[config.mk]
export PLATFORM = sky130hd
export DESIGN_NAME = knn_sched_flat
export DESIGN_NICKNAME = d
export VERILOG_FILES = /design/src/rtl/knn_sched_if.sv /design/src/rtl/knn_sched.sv /design/src/flat_wrapper.sv
export SDC_FILE = /design/constraint.sdc
export NUM_CORES = 1
export LEC_CHECK = 0
export CORE_AREA = 2 2 313 315
export CTS_CLUSTER_DIAMETER = 200
export CTS_CLUSTER_SIZE = 14
export DETAILED_ROUTE_END_ITERATION = 8
export DIE_AREA = 0 0 315 317
export GPL_TIMING_DRIVEN = 0
export PLACE_DENSITY = 0.47
export SETUP_SLACK_MARGIN = 0.1
export SKIP_CTS_REPAIR_TIMING = 1
export SYNTH_ARGS = -nofsm -noshare
export SYNTH_HDL_FRONTEND = slang
export SYNTH_SLANG_ARGS = --single-unit
[constraint.sdc]
create_clock -name clk -period 3.68 [get_ports clk]
set_input_delay 0.552 -clock clk [delete_from_list [all_inputs] [get_ports clk]]
set_output_delay 0.552 -clock clk [all_outputs]
set_load 0.1 [all_outputs]
[src/rtl/knn_sched_if.sv]
// Scheduler bus bundle: two requesters, bank load port, engine port and response port.
// The slave modport is the scheduler; the master modport is its environment.
interface knn_sched_if;
  logic        req0_valid;
  logic        req0_ready;
  logic [63:0] req0_query;
  logic        req1_valid;
  logic        req1_ready;
  logic [63:0] req1_query;

  logic        wr_en;
  logic        wr_ready;
  logic [2:0]  wr_addr;
  logic [63:0] wr_data;

  logic [63:0] eng_query;
  logic [63:0] eng_search_0;
  logic [63:0] eng_search_1;
  logic [63:0] eng_search_2;
  logic [63:0] eng_search_3;
  logic [63:0] eng_search_4;
  logic [63:0] eng_search_5;
  logic [63:0] eng_search_6;
  logic [63:0] eng_search_7;
  logic        eng_in_valid;
  logic [2:0]  eng_addr_1st;
  logic [2:0]  eng_addr_2nd;
  logic        eng_out_valid;

  logic        resp_valid;
  logic        resp_ready;
  logic        resp_id;
  logic [2:0]  resp_addr_1st;
  logic [2:0]  resp_addr_2nd;
  logic        resp_err;
  logic        busy;

  modport slave (
    input  req0_valid, req0_query, req1_valid, req1_query,
    input  wr_en, wr_addr, wr_data,
    input  eng_addr_1st, eng_addr_2nd, eng_out_valid,
    input  resp_ready,
    output req0_ready, req1_ready, wr_ready,
    output eng_query, eng_search_0, eng_search_1, eng_search_2, eng_search_3,
    output eng_search_4, eng_search_5, eng_search_6, eng_search_7, eng_in_valid,
    output resp_valid, resp_id, resp_addr_1st, resp_addr_2nd, resp_err, busy
  );

  modport master (
    output req0_valid, req0_query, req1_valid, req1_query,
    output wr_en, wr_addr, wr_data,
    output eng_addr_1st, eng_addr_2nd, eng_out_valid,
    output resp_ready,
    input  req0_ready, req1_ready, wr_ready,
    input  eng_query, eng_search_0, eng_search_1, eng_search_2, eng_search_3,
    input  eng_search_4, eng_search_5, eng_search_6, eng_search_7, eng_in_valid,
    input  resp_valid, resp_id, resp_addr_1st, resp_addr_2nd, resp_err, busy
  );
endinterface

[src/rtl/knn_sched.sv]
// Round-robin KNN query scheduler: grant->ISSUE->WAIT->RESP, 4 cycles grant-to-grant with a 1-cycle engine.
// Requesters stall until the bank is fully loaded and no write is pending; the response holds until resp_ready.
module knn_sched #(
  parameter int unsigned TIMEOUT = 4
) (
  input  logic       clk,
  input  logic       rst_n,
  knn_sched_if.slave bus
);
  typedef enum logic [1:0] {IDLE, ISSUE, WAIT, RESP} state_t;

  state_t           state;
  state_t           state_nxt;
  logic [7:0][63:0] bank;
  logic [7:0]       loaded;
  logic [63:0]      qreg;
  logic [3:0]       cnt;
  logic             last_grant;
  logic             rid;
  logic [2:0]       raddr_1st;
  logic [2:0]       raddr_2nd;
  logic             rerr;

  logic grant;
  logic winner;
  logic wr_acc;
  logic timeout_hit;

  // A pending write always beats a grant so the bank never changes under a live query.
  always_comb begin
    winner      = (bus.req0_valid && bus.req1_valid) ? ~last_grant : bus.req1_valid;
    grant       = (state == IDLE) && (&loaded) && (bus.req0_valid || bus.req1_valid) && !bus.wr_en;
    wr_acc      = bus.wr_en && bus.wr_ready;
    timeout_hit = (cnt == 4'(TIMEOUT - 1));
  end

  always_ff @(posedge clk or negedge rst_n) begin
    if (!rst_n) state <= IDLE;
    else        state <= state_nxt;
  end

  always_comb begin
    state_nxt = state;
    case (state)
      IDLE:  if (grant) state_nxt = ISSUE;
      ISSUE: state_nxt = WAIT;
      WAIT:  if (bus.eng_out_valid || timeout_hit) state_nxt = RESP;
      RESP:  if (bus.resp_ready) state_nxt = IDLE;
      default: state_nxt = IDLE;
    endcase
  end

  // wr_ready is gated by rst_n so every output is low while reset is held.
  always_comb begin
    bus.wr_ready     = (state == IDLE) && rst_n;
    bus.req0_ready   = grant && !winner;
    bus.req1_ready   = grant && winner;
    bus.eng_in_valid = (state == ISSUE);
    bus.resp_valid   = (state == RESP);
    bus.busy         = (state != IDLE);
  end

  always_ff @(posedge clk or negedge rst_n) begin
    if (!rst_n) begin
      bank       <= '0;
      loaded     <= '0;
      qreg       <= '0;
      cnt        <= '0;
      last_grant <= 1'b1;
      rid        <= 1'b0;
      raddr_1st  <= '0;
      raddr_2nd  <= '0;
      rerr       <= 1'b0;
    end else begin
      if (wr_acc) begin
        bank[bus.wr_addr]   <= bus.wr_data;
        loaded[bus.wr_addr] <= 1'b1;
      end
      if (grant) begin
        qreg       <= winner ? bus.req1_query : bus.req0_query;
        rid        <= winner;
        last_grant <= winner;
      end
      case (state)
        ISSUE: cnt <= '0;
        WAIT: begin
          if (bus.eng_out_valid) begin
            raddr_1st <= bus.eng_addr_1st;
            raddr_2nd <= bus.eng_addr_2nd;
            rerr      <= 1'b0;
          end else if (timeout_hit) begin
            raddr_1st <= '0;
            raddr_2nd <= '0;
            rerr      <= 1'b1;
          end else begin
            cnt <= cnt + 4'd1;
          end
        end
        default: ;
      endcase
    end
  end

  assign bus.eng_query     = qreg;
  assign bus.eng_search_0  = bank[0];
  assign bus.eng_search_1  = bank[1];
  assign bus.eng_search_2  = bank[2];
  assign bus.eng_search_3  = bank[3];
  assign bus.eng_search_4  = bank[4];
  assign bus.eng_search_5  = bank[5];
  assign bus.eng_search_6  = bank[6];
  assign bus.eng_search_7  = bank[7];
  assign bus.resp_id       = rid;
  assign bus.resp_addr_1st = raddr_1st;
  assign bus.resp_addr_2nd = raddr_2nd;
  assign bus.resp_err      = rerr;
endmodule

[src/flat_wrapper.sv]
// flat-port wrapper written by rule: the top's interface ports become plain ports
module knn_sched_flat 
#(
  parameter int unsigned TIMEOUT = 4
)
  (clk, rst_n, bus_req0_valid, bus_req0_query, bus_req1_valid, bus_req1_query, bus_wr_en, bus_wr_addr, bus_wr_data, bus_eng_addr_1st, bus_eng_addr_2nd, bus_eng_out_valid, bus_resp_ready, bus_req0_ready, bus_req1_ready, bus_wr_ready, bus_eng_query, bus_eng_search_0, bus_eng_search_1, bus_eng_search_2, bus_eng_search_3, bus_eng_search_4, bus_eng_search_5, bus_eng_search_6, bus_eng_search_7, bus_eng_in_valid, bus_resp_valid, bus_resp_id, bus_resp_addr_1st, bus_resp_addr_2nd, bus_resp_err, bus_busy);
  knn_sched_if bus_i ();
  input  logic clk;
  input  logic rst_n;
  input wire logic [$bits(bus_i.req0_valid)-1:0] bus_req0_valid;
  input wire logic [$bits(bus_i.req0_query)-1:0] bus_req0_query;
  input wire logic [$bits(bus_i.req1_valid)-1:0] bus_req1_valid;
  input wire logic [$bits(bus_i.req1_query)-1:0] bus_req1_query;
  input wire logic [$bits(bus_i.wr_en)-1:0] bus_wr_en;
  input wire logic [$bits(bus_i.wr_addr)-1:0] bus_wr_addr;
  input wire logic [$bits(bus_i.wr_data)-1:0] bus_wr_data;
  input wire logic [$bits(bus_i.eng_addr_1st)-1:0] bus_eng_addr_1st;
  input wire logic [$bits(bus_i.eng_addr_2nd)-1:0] bus_eng_addr_2nd;
  input wire logic [$bits(bus_i.eng_out_valid)-1:0] bus_eng_out_valid;
  input wire logic [$bits(bus_i.resp_ready)-1:0] bus_resp_ready;
  output wire logic [$bits(bus_i.req0_ready)-1:0] bus_req0_ready;
  output wire logic [$bits(bus_i.req1_ready)-1:0] bus_req1_ready;
  output wire logic [$bits(bus_i.wr_ready)-1:0] bus_wr_ready;
  output wire logic [$bits(bus_i.eng_query)-1:0] bus_eng_query;
  output wire logic [$bits(bus_i.eng_search_0)-1:0] bus_eng_search_0;
  output wire logic [$bits(bus_i.eng_search_1)-1:0] bus_eng_search_1;
  output wire logic [$bits(bus_i.eng_search_2)-1:0] bus_eng_search_2;
  output wire logic [$bits(bus_i.eng_search_3)-1:0] bus_eng_search_3;
  output wire logic [$bits(bus_i.eng_search_4)-1:0] bus_eng_search_4;
  output wire logic [$bits(bus_i.eng_search_5)-1:0] bus_eng_search_5;
  output wire logic [$bits(bus_i.eng_search_6)-1:0] bus_eng_search_6;
  output wire logic [$bits(bus_i.eng_search_7)-1:0] bus_eng_search_7;
  output wire logic [$bits(bus_i.eng_in_valid)-1:0] bus_eng_in_valid;
  output wire logic [$bits(bus_i.resp_valid)-1:0] bus_resp_valid;
  output wire logic [$bits(bus_i.resp_id)-1:0] bus_resp_id;
  output wire logic [$bits(bus_i.resp_addr_1st)-1:0] bus_resp_addr_1st;
  output wire logic [$bits(bus_i.resp_addr_2nd)-1:0] bus_resp_addr_2nd;
  output wire logic [$bits(bus_i.resp_err)-1:0] bus_resp_err;
  output wire logic [$bits(bus_i.busy)-1:0] bus_busy;
  assign bus_i.req0_valid = bus_req0_valid;
  assign bus_i.req0_query = bus_req0_query;
  assign bus_i.req1_valid = bus_req1_valid;
  assign bus_i.req1_query = bus_req1_query;
  assign bus_i.wr_en = bus_wr_en;
  assign bus_i.wr_addr = bus_wr_addr;
  assign bus_i.wr_data = bus_wr_data;
  assign bus_i.eng_addr_1st = bus_eng_addr_1st;
  assign bus_i.eng_addr_2nd = bus_eng_addr_2nd;
  assign bus_i.eng_out_valid = bus_eng_out_valid;
  assign bus_i.resp_ready = bus_resp_ready;
  assign bus_req0_ready = bus_i.req0_ready;
  assign bus_req1_ready = bus_i.req1_ready;
  assign bus_wr_ready = bus_i.wr_ready;
  assign bus_eng_query = bus_i.eng_query;
  assign bus_eng_search_0 = bus_i.eng_search_0;
  assign bus_eng_search_1 = bus_i.eng_search_1;
  assign bus_eng_search_2 = bus_i.eng_search_2;
  assign bus_eng_search_3 = bus_i.eng_search_3;
  assign bus_eng_search_4 = bus_i.eng_search_4;
  assign bus_eng_search_5 = bus_i.eng_search_5;
  assign bus_eng_search_6 = bus_i.eng_search_6;
  assign bus_eng_search_7 = bus_i.eng_search_7;
  assign bus_eng_in_valid = bus_i.eng_in_valid;
  assign bus_resp_valid = bus_i.resp_valid;
  assign bus_resp_id = bus_i.resp_id;
  assign bus_resp_addr_1st = bus_i.resp_addr_1st;
  assign bus_resp_addr_2nd = bus_i.resp_addr_2nd;
  assign bus_resp_err = bus_i.resp_err;
  assign bus_busy = bus_i.busy;
  knn_sched #(.TIMEOUT(TIMEOUT)) u_core (.clk(clk), .rst_n(rst_n), .bus(bus_i));
endmodule
==> impl_summary.md, run 1 <==
STA
The worst max-slew margin expressed relative to the limit is 0.1460. Across all hold checks on the routed design, the worst slack comes to -0.01292 ns. The clock period minus worst slack is 3.460 ns.

Timing would allow up to 0.2890 GHz. On the final layout, the worst clock skew is 0.03169 ns. The number of hold violations in the final report was 6. The count of final max-slew check failures is 0. Of the available clock period, the critical path in the final layout requires 0.9401.

Setup repair after global routing could not meet its margin everywhere. For the pin with the worst max-slew slack, the measured transition is 1.277 ns. The final count of negative-setup-slack endpoints is 0.

Synth
sky130_fd_sc_hd__dfrtp_1 takes more of the synthesized area than any other cell. By instance count, the leading cell after synthesis is sky130_fd_sc_hd__dfrtp_1. The primary flip-flop cell chosen by synthesis mapping is sky130_fd_sc_hd__dfrtp_1. The count of flip-flops with a built-in enable after synthesis is 0.

The share of synthesized flip-flops with an asynchronous set or reset is 1.000. The synthesized area per cell is 16.36 um^2. Counting instances in the post-synthesis netlist gives the leading cell types as sky130_fd_sc_hd__dfrtp_1 (598), sky130_fd_sc_hd__mux2_2 (512), sky130_fd_sc_hd__a221o_1 (65). Of the post-synthesis cell area, the dominant cell type holds 0.6581. The post-synthesis sequential element count is 599. The total nets after synthesis is 1604. Of the synthesized area, sequential elements account for 0.6592. The cell area that synthesis handed to floorplanning was 22740 um^2. By area the synthesized netlist is led by sky130_fd_sc_hd__dfrtp_1 (66%), sky130_fd_sc_hd__mux2_2 (25%), sky130_fd_sc_hd__a221o_1 (2.9%). The number of unique standard cell types used by synthesis is 32. The gate count of the mapped netlist is 1390. The synthesis warning total is 0.

Critical path
In this run the worst setup path terminates at bus_req1_ready. The type of element capturing the critical path is an output pin. The type of origin of the critical path is a flop. The worst reg2reg path endpoint is u_core.bus.eng_search_3[49]. The worst reg2reg path depth is 8. The critical register-to-register path startpoint is u_core.state[0]. Setup slack on the worst reg-to-reg path comes out at 0.96 ns. Of all nets on the critical path, the largest fanout is 10. The startpoint of the most critical setup path is u_core.state[0]. STA puts the critical path data arrival time at 2.91 ns. The startpoint-to-endpoint class of the critical path is reg2out. The required time of the critical path is 3.13 ns.

Die
The die covers 99860 um^2. The die is 315 um wide. The number of top-level design ports is 798. The starting density of the core is 0.2362. From bottom edge to top edge, the die measures 317 um. The row count is 114.

The placeable core region is 96280 um^2.

Route
In the final routed layout, each cell accounts on average for 24.89 um. The detail route stage leaves a number of antenna-violating nets equal to 0. The detailed router placed 15300 vias in this run. Dividing the detail-routed via count by the number of cells gives 4.321. After detailed routing, the number of remaining DRC violations is 0. Wires add up to 88090 um. The first-pass iteration count of the detailed router is 5. In this run, the number of DRC markers left after iteration 0 of detailed routing was 605.

Run
Across the run, the number of max-cap violations was 0.

Clocking
The H-tree generated during clock tree synthesis spans 2 levels. The total clock buffers created by CTS is 48. After clock tree synthesis, the clock-pin slew on the worst setup and hold paths is 0.07 ns. The buffer levels on the longest clock path is 3. For this design, the sink count on the clock tree is 599. The buffer cell driving the clock tree root is sky130_fd_sc_hd__clkbuf_16. The insertion delay of the later-clocked pin in the worst-skew pair is 0.64 ns. TritonCTS built the clock tree.

Hold path
The worst min-delay path category is in2async.

Global routing
The number of antenna violations at the first check in global routing is 6. For this run, the total global-route usage over all layers was measured as 0.1689. Entering global routing, the biggest net connects 120 pins. The first-pass GRT wire length is 123400 um. Summed over all layers, the global routing overflow is 0. The via count of the first global-routing pass is 16720.

Layout
The net count of the finished layout is 2467. The final core utilization is 0.3534. Relative to the synthesized area, the layout overhead comes to 49.63%. Of the cells placed in the final design, the portion with a size suffix greater than 1 is 0.2922.

Placement
Routability-driven placement finished with a final weighted congestion of 0.7999. The post-DP HPWL is 63720 um. The count of input and output buffers is 797.

Status
The final reports fail on negative hold slack. The run finished, with violations left.
==> kinds of logic after synthesis <==
logic type	count (synthesis)	share of synthesized area
mux	517	0.2558
fa+ha+maj	6	0.003301
simple gates	110	0.02856
compound gates	75	0.03191
flops	599	0.6592
buf+inv	83	0.02118
==> cells in the final DEF, fill, tap and decap left out, drive strengths merged <==
cell,instances
nand3,1
inv,7
a221o,65
ha,6
mux2,513
nor4,1
mux2i,4
a22o,6
a21boi,1
a21oi,1
dfstp,1
dlygate4sd3,3
o21ai,2
nand2,7
nor2,13
clkdlybuf4s50,793
nand3b,1
nand2b,5
dfrtp,598
nand4,3
or3,2
diode,2
or2,6
nor3b,2
or2b,1
clkbuf,82
and2,67
clkinv,2
or4,1
buf,68
==> metal layers <==
metal / up-vias / wire [um] / track usage
met5: - / 27 / 0
met4: 4 / 2540 / 0.05411
met3: 108 / 7031 / 0.05250
met2: 510 / 43760 / 0.2901
met1: 8004 / 34730 / 0.2010
li1: 6671 / - / -
==> registers in the layout, indices dropped and copies added, names as in the netlist, 2 cells and up <==
| name | count |
|---|---|
| u_core.loaded | 8 |
| u_core.bus.eng_search_0 | 64 |
| u_core.bus.eng_search_7 | 64 |
| u_core.bus.resp_addr_1st | 3 |
| u_core.bus.eng_search_5 | 64 |
| u_core.cnt | 4 |
| u_core.bus.resp_addr_2nd | 3 |
| u_core.state | 2 |
| u_core.bus.eng_search_2 | 64 |
| u_core.bus.eng_search_4 | 64 |
| u_core.bus.eng_search_1 | 64 |
| u_core.bus.eng_query | 64 |
| u_core.bus.eng_search_6 | 64 |
| u_core.bus.eng_search_3 | 64 |
==> stage by stage <==
stage	TNS [ns]	cells	setup WS (ns)	area [um^2]	hold WS [ns]
after CTS	-121.55	3527	-1.271	33730	-0.04497
after detailed placement	-474.67	3468	-1.108	32460	0.4501
after global placement	-	3463	-25.49	32310	0.4422
after global routing	-0.0009988	3539	-0.0009988	34020	0.01328
final	0	3540	0.2203	34020	-0.01292
after floorplan	0	1390	0.7431	22740	0.2564
==> critical path, cell delays in order, from the launching register on <==
cell and delay (ns):
sky130_fd_sc_hd__dfrtp_1 0.41, sky130_fd_sc_hd__inv_1 0.14, sky130_fd_sc_hd__ha_2 0.29, sky130_fd_sc_hd__nand4_1 0.20
sky130_fd_sc_hd__nor4_4 0.40, sky130_fd_sc_hd__and2_1 0.20, sky130_fd_sc_hd__clkbuf_2 0.25, sky130_fd_sc_hd__clkbuf_4 0.39
==> how the worst min path moves through the flow <==
stage,startpoint,end,slack (ns),depth (start not counted)
finish,rst_n,u_core.bus.eng_search_1[18],-0.01,2
global route,rst_n,u_core.bus.eng_search_3[23],0.01,2
CTS,rst_n,u_core.bus.eng_search_0[52],-0.04,1
detailed placement,u_core.loaded[6],u_core.loaded[6],0.45,1
global placement,u_core.loaded[6],u_core.loaded[6],0.44,1
floorplan,rst_n,u_core.bus.eng_query[0],0.26,0
==> area by class of cell <==
type                            instances  area (um^2)
Antenna cell                            2        5.005
Buffer                                 78        496.7
Clock buffer                           55         1227
Clock inverter                          4        50.05
Fill cell                            9378        62260
Inverter                                5        18.77
Multi-Input combinational cell        708         7289
Sequential cell                       599        14990
Tap cell                             1276         1597
Timing Repair Buffer                  813         8349
Power of run 1 is left out: the tool's default activity adds up to more than one toggle a clock period on the data nets, which glitch-free logic cannot reach.
==> run 2: changes to the inputs <==
--- a/config.mk
+++ b/config.mk
@@ -5,6 +5,7 @@
 export SDC_FILE = /design/constraint.sdc
 export NUM_CORES = 1
 export LEC_CHECK = 0
+export ABC_AREA = 1
 export CORE_AREA = 2 2 313 315
 export CTS_CLUSTER_DIAMETER = 200
 export CTS_CLUSTER_SIZE = 14
==> run 2 against run 1 <==
The flow still finishes with violations (negative hold slack); setup slack better by 0.056 ns; register-to-register slack better by 0.07 ns; first-iteration DRC count is 130% higher; highest routed layer is now met4; synthesized area is 0.23% higher; maximum frequency is 1.6% higher; final area is 0.62% lower; utilization is 0.22 points lower.
==> impl_summary.md, run 2 <==
Critical path
The setup slack of the most critical reg-to-reg path came to 1.03 ns (+0.07 ns). The critical path buffer and inverter count is 3 (unchanged). The maximum fanout along the worst path came to 10 (unchanged). The endpoint of the most critical setup path is bus_req0_ready. The cell family contributing the most delay on the critical path is buffers and inverters. The type of origin of the critical path is a flop.

The signal arrival time at the worst endpoint came to 2.85 ns (-0.06 ns). The cell seen most often among critical-path stages is sky130_fd_sc_hd__nand2_1. The largest incremental delay on the critical path came to 0.63 ns (+0.22 ns). The worst reg2reg path depth is 9 (+1). The largest individual stage delay along the critical path comes from the cell sky130_fd_sc_hd__clkbuf_1.

The worst setup path is captured at an output pin. The depth of the critical timing path with buffers and inverters included is 6 (-1). In this run the critical register-to-register path is launched from u_core.state[0]. The worst reg2reg path endpoint is u_core.bus.eng_search_3[22].

The required time of the critical path is 3.13 ns (about the same). The signal on the critical path passes through nand2_1 -> nand2_1 -> clkbuf_1 -> nand4_1 -> inv_1 -> clkbuf_2. The startpoint of the most critical setup path is u_core.last_grant. The setup path with the least slack is of type reg2out.

Route
The mean number of vias per cell was 4.485 (+3.8%). The sum of routed wire length over all layers is 108700 um (+23%). The post-detailed-route wirelength per cell was 24.19 um (-2.8%). The number of antenna-violating nets in the routed design is 0 (unchanged). The post-detailed-route DRC marker count came to 0 (unchanged). The first-pass iteration count of the detailed router is 5 (unchanged).

The number of DRC markers in iteration 0 is 1370 (+130%). The via total after detailed routing is 20150 (+32%).

Layout
The final standard cell area without fillers is 33810 um^2 (-0.62%). Leaving out fill and tap cells, the most frequent cell in the layout is sky130_fd_sc_hd__clkdlybuf4s50_1. The final core utilization was 0.3512 (-0.002196). The area growth from synthesis to layout is 48.36%. The library cells used most frequently in the layout, excluding fill and tap cells, are sky130_fd_sc_hd__clkdlybuf4s50_1 (793), sky130_fd_sc_hd__dfrtp_1 (598), sky130_fd_sc_hd__nand2_1 (553). The proportion of layout cells with a drive suffix above 1 is 0.05791 (-0.2343).

The number of nets in the layout was 3416 (+38%).

Placement
The placer congestion estimate was 0.9112 (+14%). The count of input and output buffers is 797 (unchanged). The post-DP HPWL is 81310 um (+28%).

The pre-CTS setup slack was -0.5066 ns (+0.6018 ns). The instance area at placement is 32510 um^2 (+0.16%).

Synth
The total nets after synthesis was 2563 (+60%). The count of flip-flops with a built-in enable after synthesis is 0 (unchanged). The share of synthesized flip-flops with an asynchronous set or reset is 1.000 (unchanged). sky130_fd_sc_hd__dfrtp_1 is the most common cell in the netlist. The cell area after synthesis is 22790 um^2 (+0.23%). The synthesized area per cell is 9.702 um^2 (-41%). By count the netlist is led by sky130_fd_sc_hd__dfrtp_1 (598), sky130_fd_sc_hd__nand2_1 (553), sky130_fd_sc_hd__nor2_1 (270). The gate count of the mapped netlist is 2349 (+69%). The primary flip-flop cell chosen by synthesis mapping is sky130_fd_sc_hd__dfrtp_1. After synthesis, the cell types taking the most area are sky130_fd_sc_hd__dfrtp_1 (66%), sky130_fd_sc_hd__nand2_1 (9.1%), sky130_fd_sc_hd__a21oi_1 (5.6%). The number of unique standard cell types used by synthesis is 24 (-25%).

Of all cell types, the one taking the most synthesized area is sky130_fd_sc_hd__dfrtp_1. The post-synthesis sequential element count is 599 (unchanged). The synthesis warning total was 0 (unchanged).

The sequential share of the synthesized area is 0.6578 (-0.001484). The area fraction of the dominant cell type after synthesis is 0.6566 (-0.001481).

Status
The final reports fail on negative hold slack. The run finished, with violations left.

Global routing
The number of antenna violations at the first check in global routing is 9 (+3). The sum of overflow across all layers after global routing is 0 (unchanged). The first-pass GRT wire length was 151600 um (+23%). The combined global-route utilization of all metal layers is 0.2098 (+0.04087). The largest net degree at the start of global routing is 113 (-5.8%). The via count of the first global-routing pass came to 20440 (+22%).

Clocking
The count of clock tree sinks is 599 (unchanged). The insertion delay of the later-clocked pin in the worst-skew pair came to 0.63 ns (about the same). The clock transition at the register clock pins on the worst setup and hold paths after CTS is 0.07 ns (about the same). TritonCTS built the clock tree. CTS placed an instance of sky130_fd_sc_hd__clkbuf_16 at the clock tree root. The buffer levels on the longest clock path is 3 (unchanged).

The total clock buffers created by CTS is 48 (unchanged). The total number of H-tree levels is 2 (unchanged).

STA
The worst setup skew after layout was 0.02310 ns (-0.008589 ns). The count of final max-slew check failures is 0 (unchanged). The number of hold violations in the final report was 20 (+14). Setup repair after global routing left no endpoint under its margin. The final worst-path setup slack is 0.2761 ns (+0.05579 ns). The final count of negative-setup-slack endpoints is 0 (unchanged). The worst hold slack across all endpoints was -0.02714 ns (-0.01422 ns).

The worst max-slew margin expressed relative to the limit is 0.07915 (-0.06686). The share of the cycle needed by the critical path after routing came to 0.9250 (-0.01516). The measured slew at the worst slew-check pin is 1.377 ns (+0.09998 ns). The highest clock rate is 0.2938 GHz (+1.6%).

The clock period minus worst slack is 3.404 ns (-0.05579 ns).

Die
The number of top-level design ports came to 798 (unchanged). The row count is 114 (unchanged). The floorplan die area was 99860 um^2 (unchanged). The height of the die is 317 um (unchanged). The width of the die is 315 um (unchanged). The placeable core region came to 96280 um^2 (unchanged). The starting density of the core was 0.2367 (+0.0005328).

Run
The number of max-capacitance violations reported is 0 (unchanged).

Hold path
The min-delay analysis places its worst path in the category in2async.
## run 2: cell count changes after synthesis, moves of 65 or more
cell | previous run | this run
sky130_fd_sc_hd__nand2_1 | 7 | 553
sky130_fd_sc_hd__mux2_2 | 512 | 0
sky130_fd_sc_hd__nor2_1 | 12 | 270
sky130_fd_sc_hd__a21oi_1 | 1 | 256
sky130_fd_sc_hd__o21ai_0 | 1 | 256
sky130_fd_sc_hd__inv_1 | 5 | 85
sky130_fd_sc_hd__nand3_1 | 1 | 72
sky130_fd_sc_hd__a221o_1 | 65 | 0
## run 2: logic make-up after synthesis
kind of cell,synth area share
xor+xnor,0.0003844
buf+inv,0.04952
compound gates,0.1154
flops,0.6578
fa+ha+maj,0.003294
simple gates,0.1736
## run 2: metrics by stage
stage,cells,setup TNS [ns]
finish,4493,0
global route,4490,0
CTS,4487,-1.541
detailed placement,4427,-2.179
global placement,4422,-
floorplan,2349,0
## run 2: per-layer routing
metal | up-vias | track usage | wire [um]
met5 | - | 0 | 0
met4 | 0 | 0.06894 | 3762
met3 | 136 | 0.06580 | 8723
met2 | 666 | 0.3645 | 53780
met1 | 9990 | 0.2451 | 42410
li1 | 9361 | - | -
## run 2: worst min path at each step
stage	startpoint	end	slack, ns	depth (start not counted)
after floorplan	rst_n	u_core.bus.eng_query[0]	0.26	0
after global placement	u_core.loaded[2]	u_core.loaded[2]	0.45	2
after detailed placement	u_core.loaded[2]	u_core.loaded[2]	0.46	2
after CTS	rst_n	u_core.bus.eng_query[62]	-0.03	1
after global routing	rst_n	u_core.bus.eng_query[62]	0.004	1
final	rst_n	u_core.bus.eng_query[62]	-0.03	1
## run 2: layout make-up
| type | instances | area [um^2] |
|---|---|---|
| antenna | 5 | 12.51 |
| buffer | 159 | 792.0 |
| clock buffer | 56 | 1231 |
| clock inverter | 4 | 50.05 |
| fill | 10030 | 62470 |
| inverter | 90 | 337.8 |
| multi-input combinational | 1501 | 6676 |
| sequential | 599 | 14990 |
| tap | 1276 | 1597 |
| timing repair buffer | 803 | 8125 |
Power of run 2 is left out for the same reason.
==> run 3: changes to the inputs <==
--- a/config.mk
+++ b/config.mk
@@ -7,6 +7,7 @@
 export LEC_CHECK = 0
 export ABC_AREA = 1
 export CORE_AREA = 2 2 313 315
+export CTS_BUF_LIST = sky130_fd_sc_hd__clkbuf_8
 export CTS_CLUSTER_DIAMETER = 200
 export CTS_CLUSTER_SIZE = 14
 export DETAILED_ROUTE_END_ITERATION = 8
==> run 3 against run 2 <==
The run now ends clean; critical path depth shrank 2; utilization shrank 0.56 points; global-route usage is essentially flat; non-clock buffer count grew 1; clock skew grew 0.017 ns; first-iteration DRC count grew 5.2%; maximum frequency grew 0.70%; clock-buffer cell count shrank 8; critical endpoint is now bus_busy.
==> impl_summary.md, run 3 (synthesis results as in run 2) <==
Critical path
By instance count, the cell type seen most on the critical path is sky130_fd_sc_hd__inv_1. The critical register-to-register path startpoint is u_core.state[1]. The largest incremental delay on the critical path is 1.23 ns (+0.60 ns). STA classifies the critical path endpoint as an output pin. Traced cell by cell, the critical path runs through inv_1 -> ha_1 -> inv_1 -> clkdlybuf4s50_1. The worst reg2reg path endpoint is u_core.bus.eng_search_3[22].

The worst reg2reg path depth was 9 (unchanged). The signal arrival time at the worst endpoint was 2.83 ns (-0.02 ns). The required time of the critical path came to 3.13 ns (about the same). By startpoint and endpoint, the worst setup path is classified as reg2out. The worst setup path is launched from a flop. The setup slack of the most critical reg-to-reg path is 1.02 ns (about the same). Among all stages on the critical path, the largest delay is contributed by sky130_fd_sc_hd__clkdlybuf4s50_1. The maximum fanout along the worst path was 4 (-6).

Clocking
TritonCTS built the clock tree. The insertion delay of the later-clocked pin in the worst-skew pair is 0.72 ns (+0.09 ns). The buffer cell driving the clock tree root is sky130_fd_sc_hd__clkbuf_8. The buffer levels on the longest clock path is 3 (unchanged). The count of clock tree sinks is 599 (unchanged). The total clock buffers created by CTS is 48 (unchanged). The clock transition at the register clock pins on the worst setup and hold paths after CTS was 0.11 ns (+0.04 ns). The total number of H-tree levels is 2 (unchanged).

Layout
The proportion of layout cells with a drive suffix above 1 is 0.05882 (+0.0009157). The final core utilization is 0.3456 (-0.005601). The most common cell after layout, fill and taps aside is sky130_fd_sc_hd__clkdlybuf4s50_1. Compared with the post-synthesis result, the final layout area differs by 46.00%. Leaving out fill and tap cells, the most frequent cells in the layout are sky130_fd_sc_hd__clkdlybuf4s50_1 (793), sky130_fd_sc_hd__dfrtp_1 (598), sky130_fd_sc_hd__nand2_1 (553). The number of nets in the layout came to 3417 (+0.029%). The post-layout instance count excluding filler cells was 4493 (unchanged).

Placement
The count of input and output buffers came to 797 (unchanged). The post-DP HPWL is 81310 um (unchanged). The placer congestion estimate came to 0.9112 (unchanged). The post-placement cell count is 4427 (unchanged).

Die
The floorplan die area is 99860 um^2 (unchanged). The width of the die was 315 um (unchanged). The placeable core region is 96280 um^2 (unchanged). The starting density of the core was 0.2367 (unchanged).

The height of the die was 317 um (unchanged). The number of top-level design ports is 798 (unchanged). The row count came to 114 (unchanged).

Run
The number of max-capacitance violations reported is 0 (unchanged).

Hold path
In this run the most critical hold path is launched from bus_eng_addr_1st[2]. Counting instances, the worst hold path has a depth of 2. The endpoint of the worst hold path is u_core.bus.resp_addr_1st[2]. The path class of the tightest hold or removal check is in2reg.

STA
The final count of negative-setup-slack endpoints is 0 (unchanged). The clock period minus worst slack is 3.380 ns (-0.02371 ns). The count of final max-slew check failures was 0 (unchanged).

Setup repair after global routing could not meet its margin everywhere. The share of the cycle needed by the critical path after routing is 0.9185 (-0.006442). The measured slew at the worst slew-check pin is 1.353 ns (-0.02417 ns). The worst max-slew margin expressed relative to the limit is 0.09531 (+0.01616).

The number of hold violations in the final report came to 0 (-100%). The worst setup skew after layout came to 0.03966 ns (+0.01656 ns). The highest clock rate is 0.2958 GHz (+0.70%).

Global routing
The number of antenna violations at the first check in global routing is 10 (+1). The largest net degree at the start of global routing was 113 (unchanged). The first-pass GRT wire length is 152000 um (+0.27%).

The sum of overflow across all layers after global routing was 0 (unchanged). The via count of the first global-routing pass is 20480 (+0.23%). The combined global-route utilization of all metal layers was 0.2099 (about the same).

Route
The sum of routed wire length over all layers was 109000 um (+0.30%). The first-pass iteration count of the detailed router is 5 (unchanged). The post-detailed-route DRC marker count is 0 (unchanged).

The mean number of vias per cell is 4.480 (-0.11%). The post-detailed-route wirelength per cell is 24.26 um (+0.30%). The via total after detailed routing is 20130 (-0.11%). The number of DRC markers in iteration 0 is 1441 (+5.2%).

The number of antenna-violating nets in the routed design was 0 (unchanged).

Status
The run finished with clean final reports.
[run 3: cell count changes in the layout (fill, tap and decap cells not counted), moves of 2 or more]
cell	change
sky130_fd_sc_hd__clkbuf_1	-9
sky130_fd_sc_hd__clkbuf_16	-48
sky130_fd_sc_hd__clkbuf_2	+2
sky130_fd_sc_hd__clkbuf_8	+48
sky130_fd_sc_hd__inv_1	+8
[run 3: critical path, delay by kind of cell (launching register included)]
family,cells,cell delay (ns)
buffers and inverters,3,1.45
flip-flops,1,0.42
adder cells (fa/ha/maj),1,0.28
[run 3: per-layer routing]
| metal | part of all wire | routed length [um] | vias up | GRT usage |
|---|---|---|---|---|
| li1 | - | - | 9354 | - |
| met1 | 0.39 | 42530 | 9985 | 0.2467 |
| met2 | 0.50 | 54270 | 669 | 0.3690 |
| met3 | 0.082 | 8960 | 122 | 0.06489 |
| met4 | 0.030 | 3233 | 0 | 0.05725 |
| met5 | 0 | 0 | - | 0 |
[run 3: how the worst max path moves through the flow]
stage	start	endpoint	slack, ns	depth (start not counted)
3_3_place_gp	rst_n	u_core.bus.eng_search_2[59]	-27.41	1
2_1_floorplan	u_core.state[0]	bus_req1_ready	0.65	7
5_1_grt	u_core.state[0]	bus_req1_ready	0.06	8
6_report	u_core.state[0]	bus_busy	0.30	4
3_5_place_dp	bus_wr_en	bus_req1_ready	-0.51	8
4_1_cts	u_core.state[1]	bus_req1_ready	-1.00	8
[run 3: area by class of cell]
class | instances | area [um^2]
fillers | 10110 | 63010
flip-flops and latches | 599 | 14990
repair buffers | 804 | 8145
multi-input cells | 1501 | 6676
well taps | 1276 | 1597
plain buffers | 159 | 793.3
clock buffers | 48 | 660.6
inverters | 90 | 337.8
clock inverters | 12 | 62.56
diodes | 4 | 10.01
[run 3: through the flow]
step	setup slack, ns	setup TNS (ns)	instance area (um^2)	hold WS [ns]
final	0.2998	0	33270	0.4671
after global routing	0.05852	0	33270	0.4248
after CTS	-1.005	-1.748	33230	-0.1449
after detailed placement	-0.5066	-2.179	32510	0.4557
after global placement	-27.41	-	32360	0.4523
after floorplan	0.6507	0	22790	0.2564
Power of run 3 is left out for the same reason.
==> RTL change 1 (settings of run 1) <==
Encoding of `state_t`: now one-hot (4 bits for 4 states).
--- a/src/rtl/knn_sched.sv
+++ b/src/rtl/knn_sched.sv
@@ -7,7 +7,7 @@
   input  logic       rst_n,
   knn_sched_if.slave bus
 );
-  typedef enum logic [1:0] {IDLE, ISSUE, WAIT, RESP} state_t;
+  typedef enum logic [3:0] {IDLE = 4'b0001, ISSUE = 4'b0010, WAIT = 4'b0100, RESP = 4'b1000} state_t;
 
   state_t           state;
   state_t           state_nxt;
Check against the original RTL: same outputs for any inputs over 4 cycles, from zero or initial values and one cycle with rst_n low; so few cycles prove little.
==> RTL change 1 against run 1 <==
Final area increased by 1.7%; sequential cell count increased by 2; worst setup slack improved by 0.031 ns; wire length is 1.9% lower; area after synthesis increased by 2.7%; maximum frequency rose by 0.90%.
Power is left out: the tool's default activity adds up to more than one toggle a clock period on the data nets, which glitch-free logic cannot reach.
==> RTL change 1: results (changes against run 1) <==
stage,metric,value,unit,change
run_status,status,completed,,
routing,wl_per_cell,24.37,um,-2.1%
finish,fill_cells,9375,,-0.032%
routing,drt_iter0_drc,503,,-17%
synth,synth_nets,1594,,-0.62%
global_route,met2_usage,0.2942,,+0.004037
placed_design,gp_congestion,0.8167,,+2.1%
synth,synth-xor-area-share,0.0003751,,+0.0003751
synth,ys_seq_area_frac,0.6442,,-0.01501
placed_design,place_hpwl,64010,um,+0.45%
setup_path,slowest_stage,clkdlybuf4s50_1,,
finish,drive_gt1_frac,0.3351,,+0.04288
synth,synth_compound_gate_area_share,0.005466,,-0.02645
synth,synth_commonest_cells,"599 x dfrtp_1, 563 x mux2_2, 51 x buf_2",,
synth,synthAdderAreaFrac,0.0005359,,-0.002766
routing,wl_met1,33310,um,-4.1%
global_route,gr-usage-met1,0.1921,,-0.008965
setup_path,r2r_slack,0.84,ns,-0.12 ns
sta,fin_skew,0.01687,ns,-0.01482 ns
routing,wl_met2,44220,um,+1.0%
sta,hold_viol_final,0,,-6
routing,viasPerCell,4.260,,-1.4%
global_route,grt_max_degree,113,,-5.8%
placed_design,dpl.cell_count,3464,,-0.12%
global_route,grt_pass1_wl,122100,um,-1.1%
setup_path,path_max_fanout,7,,-3
routing,wl_met3,6266,um,-11%
global_route,grt_usage,0.1679,,-0.001031
setup_path,worst-r2r-cell-count,6,,-2
synth,muxShareOfSynthArea,0.3179,,+0.06213
setup_path,arrival,2.88,ns,-0.03 ns
placed_design,dp_slack,-0.6423,ns,+0.4661 ns
routing,firstDrtPassIters,4,,-1
finish,layout.nets,2455,,-0.49%
setup_path,r2r_start,u_core.state[0]$_DFFE_PN1P_,,
## RTL change 1: cell count changes in the layout (fill, tap and decap cells not counted), moves of 4 or more
cell,before,now
a221o_1,65,0
and2_0,56,0
mux2_2,512,563
mux2_4,0,49
mux2_1,1,30
clkbuf_4,13,0
buf_2,39,50
and2_1,11,3
clkbuf_1,16,24
nand2_1,7,2
buf_12,0,4
diode_2,2,6
ha_1,5,1
nor2_1,12,8
## RTL change 1: worst max path at each step
stage / from / endpoint / slack [ns]
2_1_floorplan: u_core.state[0]$_DFFE_PN1P_ / bus_req0_ready / 0.16
3_3_place_gp: rst_n / u_core.bus.eng_search_3[25]$_DFFE_PN0P_ / -25.45
3_5_place_dp: bus_req1_valid / bus_req1_ready / -0.64
4_1_cts: u_core.state[0]$_DFFE_PN1P_ / bus_req1_ready / -1.15
5_1_grt: rst_n / u_core.bus.eng_search_7[51]$_DFFE_PN0P_ / 0.11
6_report: u_core.state[2]$_DFFE_PN0P_ / bus_eng_in_valid / 0.25
## RTL change 1: layout make-up
class                      instances  area [sq um]  area share
clock buffer                      67          1294     0.03738
antenna                            6         15.01   0.0004338
buffer                            70         419.2     0.01211
inverter                           6         22.52   0.0006506
timing repair buffer             812          8312      0.2401
clock inverter                     2         17.52   0.0005061
multi-input combinational        707          7896      0.2281
tap                             1276          1597     0.04612
sequential                       601         15040      0.4346
## RTL change 1: cells by family after synthesis
| logic type | Yosys count |
|---|---|
| AND/OR/NAND/NOR | 45 |
| buffers and inverters | 77 |
| XOR/XNOR | 1 |
| multiplexers | 643 |
| AO/OA/AOI/OAI | 17 |
| flip-flops | 601 |
| adder cells (fa/ha/maj) | 1 |
## RTL change 1: critical path: cells and delay by family (launching register included)
kind,cells,cell delay (ns)
simple gates,1,0.49
buf+inv,1,1.28
flops,1,0.48
==> RTL change 2 (flow settings as in run 1) <==
Without the edit above. Reset style: synchronous (`rst_n`), changed in 2 clocked blocks.
--- a/src/rtl/knn_sched.sv
+++ b/src/rtl/knn_sched.sv
@@ -34,7 +34,7 @@
     timeout_hit = (cnt == 4'(TIMEOUT - 1));
   end
 
-  always_ff @(posedge clk or negedge rst_n) begin
+  always_ff @(posedge clk) begin
     if (!rst_n) state <= IDLE;
     else        state <= state_nxt;
   end
@@ -60,7 +60,7 @@
     bus.busy         = (state != IDLE);
   end
 
-  always_ff @(posedge clk or negedge rst_n) begin
+  always_ff @(posedge clk) begin
     if (!rst_n) begin
       bank       <= '0;
       loaded     <= '0;
Formal check against the unedited RTL: differs if rst_n is asserted again (counterexample within 4 cycles, from zero or initial values and one cycle with rst_n low); with rst_n held inactive, the same outputs for 4 cycles.
==> RTL change 2 against run 1 <==
Wire length is 30% higher; via count is 39% higher; global-route usage is 5.0 points higher; first-iteration DRC count is 110% higher; sequential cell count stayed put; cell count is 35% higher; area after synthesis is 4.5% lower; count of clock-buffer cells in the layout is 6 lower; worst setup slack better by 0.066 ns; final area is 6.2% lower; synthesized cell count is 94% higher; highest routed layer unchanged.
==> RTL change 2: results (changes against run 1) <==
stage,metric,value,unit,change
run_status,status,completed,,
synth,syn_area_per_cell,8.058,sq um,-51%
global_route,grt_max_degree,15,,-88%
synth,ys_types,36,,+13%
finish,layout.nets,3693,,+50%
pwr,ir_drop,281.7,uV,
synth,yosysWarnings,0,,unchanged
global_route,grt_pass1_wl,157300,um,+27%
setup_path,arrival,2.84,ns,-0.07 ns
setup_path,worst-r2r-cell-count,8,,unchanged
routing,drt_iter0_drc,1280,,+110%
global_route,grt_usage,0.2187,,+0.04972
synth,synthAdderAreaFrac,0.003456,,+0.0001544
worst_hold_path,hold_start,bus_wr_data[33],,
global_route,first_global_vias,20340,,+22%
synth,synth_compound_gate_area_share,0.1451,,+0.1132
routing,vias,21290,,+39%
sta,fin_skew,0.01535,ns,-0.01634 ns
finish,final_cell_count_no_fill,4767,,+35%
synth,synth-xor-area-share,0.0008064,,+0.0008064
routing,firstDrtPassIters,5,,unchanged
setup_path,path_max_fanout,10,,unchanged
placed_design,dpl.cell_count,4705,,+36%
finish,drive_gt1_frac,0.07128,,-0.2209
placed_design,io_buffers,733,,-8.0%
synth,synth-async-reset-ratio,0,,-1.000
global_route,antenna_found_initial,14,,+8
synth,ys_seq_area_frac,0.5520,,-0.1072
routing,wl_per_cell,23.97,um,-3.7%
sta,tightest_slew,1.347,ns,+0.06970 ns
synth,synth_nets,2910,,+81%
worst_hold_path,hold_path.class,in -> reg,,
setup_path,reg2reg_to,u_core.bus.eng_search_1[58]$_SDFFE_PN0P_,,
pwr,p_leak,10.52,nW,
sta,fin_hold_ws,0.2646,ns,+0.2776 ns
placed_design,place_hpwl,86080,um,+35%
synth,muxShareOfSynthArea,0.03047,,-0.2253
cts,clk_pin_slew,0.07,ns,about the same
synth,synth_area_leaders,"dfxtp_1 55%, nand2_1 18%, a21oi_1 12%, mux2i_1 3.0%, buf_2 2.6%",,
setup_path,r2r_start,u_core.state[0]$_SDFFE_PN0P_,,
cts,cts_made_buffers,48,,unchanged
cts,cts_max_path_buffers,3,,unchanged
global_route,overflow,0,,unchanged
cts,h-tree-depth,2,,unchanged
synth,synthFlopType,dfxtp_1,,
cts,clkLatencyLatePin,0.60,ns,-0.04 ns
setup_path,r2r_slack,0.64,ns,-0.32 ns
synth,synth_commonest_cells,"1,033 x nand2_1, 599 x dfxtp_1, 514 x a21oi_1",,
worst_hold_path,min_to,u_core.bus.eng_search_5[33]$_SDFFE_PN0P_,,
placed_design,gp_congestion,0.8730,,+9.1%
cts,root_buffer,clkbuf_16,,
-- RTL change 2: worst max-delay path, stage by stage --
cell	delay (ns)
clkdlybuf4s50_1	0.54
a21boi_1	0.29
buf_2	0.37
buf_2	0.41
nand2_1	0.21
inv_1	0.13
clkbuf_4	0.34
-- RTL change 2: final cells by class --
class                   count  area (sq um)
diodes                     12         30.03
plain buffers             264          1365
clock buffers              49          1226
clock inverters             1         5.005
fillers                 10330         64350
inverters                   6         22.52
multi-input cells        1827          8364
flip-flops and latches    599         11990
well taps                1276          1597
repair buffers            733          7325
-- RTL change 2: cell families after synthesis --
kind of cell / after synthesis
adders and majority gates: 6
and+or+nand+nor: 1162
muxes: 66
buffers and inverters: 270
DFF: 599
xor gates and xnor gates: 2
AOI/OAI and AO/OA: 591
-- RTL change 2: per-layer routing --
layer  global-route usage  part of all wire  vias to the layer above
li1                     -                 -                    10250
met5                    0           0.00026                        -
met1               0.2801              0.42                    10250
met4              0.04167             0.018                        4
met2               0.3665              0.47                      689
met3              0.06287             0.085                      106
-- RTL change 2: where the power goes --
part / internal [mW] / switching (mW) / total [mW]
clock: 2.34 / 2.49 / 4.83
combinational: 0.485 / 1.43 / 1.92
sequential: 6.57 / 0.0562 / 6.63
-- RTL change 2: how the worst max path moves through the flow --
| stage | depth (start not counted) | slack (ns) | to | from |
|---|---|---|---|---|
| 2_1_floorplan | 5 | 0.56 | bus_req0_ready | u_core.state[0]$_SDFFE_PN0P_ |
| 3_3_place_gp | 7 | -0.89 | bus_wr_ready | rst_n |
| 3_5_place_dp | 7 | -0.87 | bus_wr_ready | rst_n |
| 4_1_cts | 8 | -0.90 | bus_req1_ready | u_core.state[1]$_SDFFE_PN0P_ |
| 5_1_grt | 7 | 0.11 | bus_wr_ready | rst_n |
| 6_report | 7 | 0.29 | bus_req1_ready | bus_req1_valid |
-- RTL change 2: stage by stage --
step / setup TNS (ns) / worst slack (ns) / instance area [sq um]
2_1_floorplan: 0 / 0.5646 / 21720
3_3_place_gp: -46.35 / -0.8856 / 30660
3_5_place_dp: -8.057 / -0.8750 / 30660
4_1_cts: -2.104 / -0.9030 / 31890
5_1_grt: 0 / 0.1067 / 31900
6_report: 0 / 0.2865 / 31930
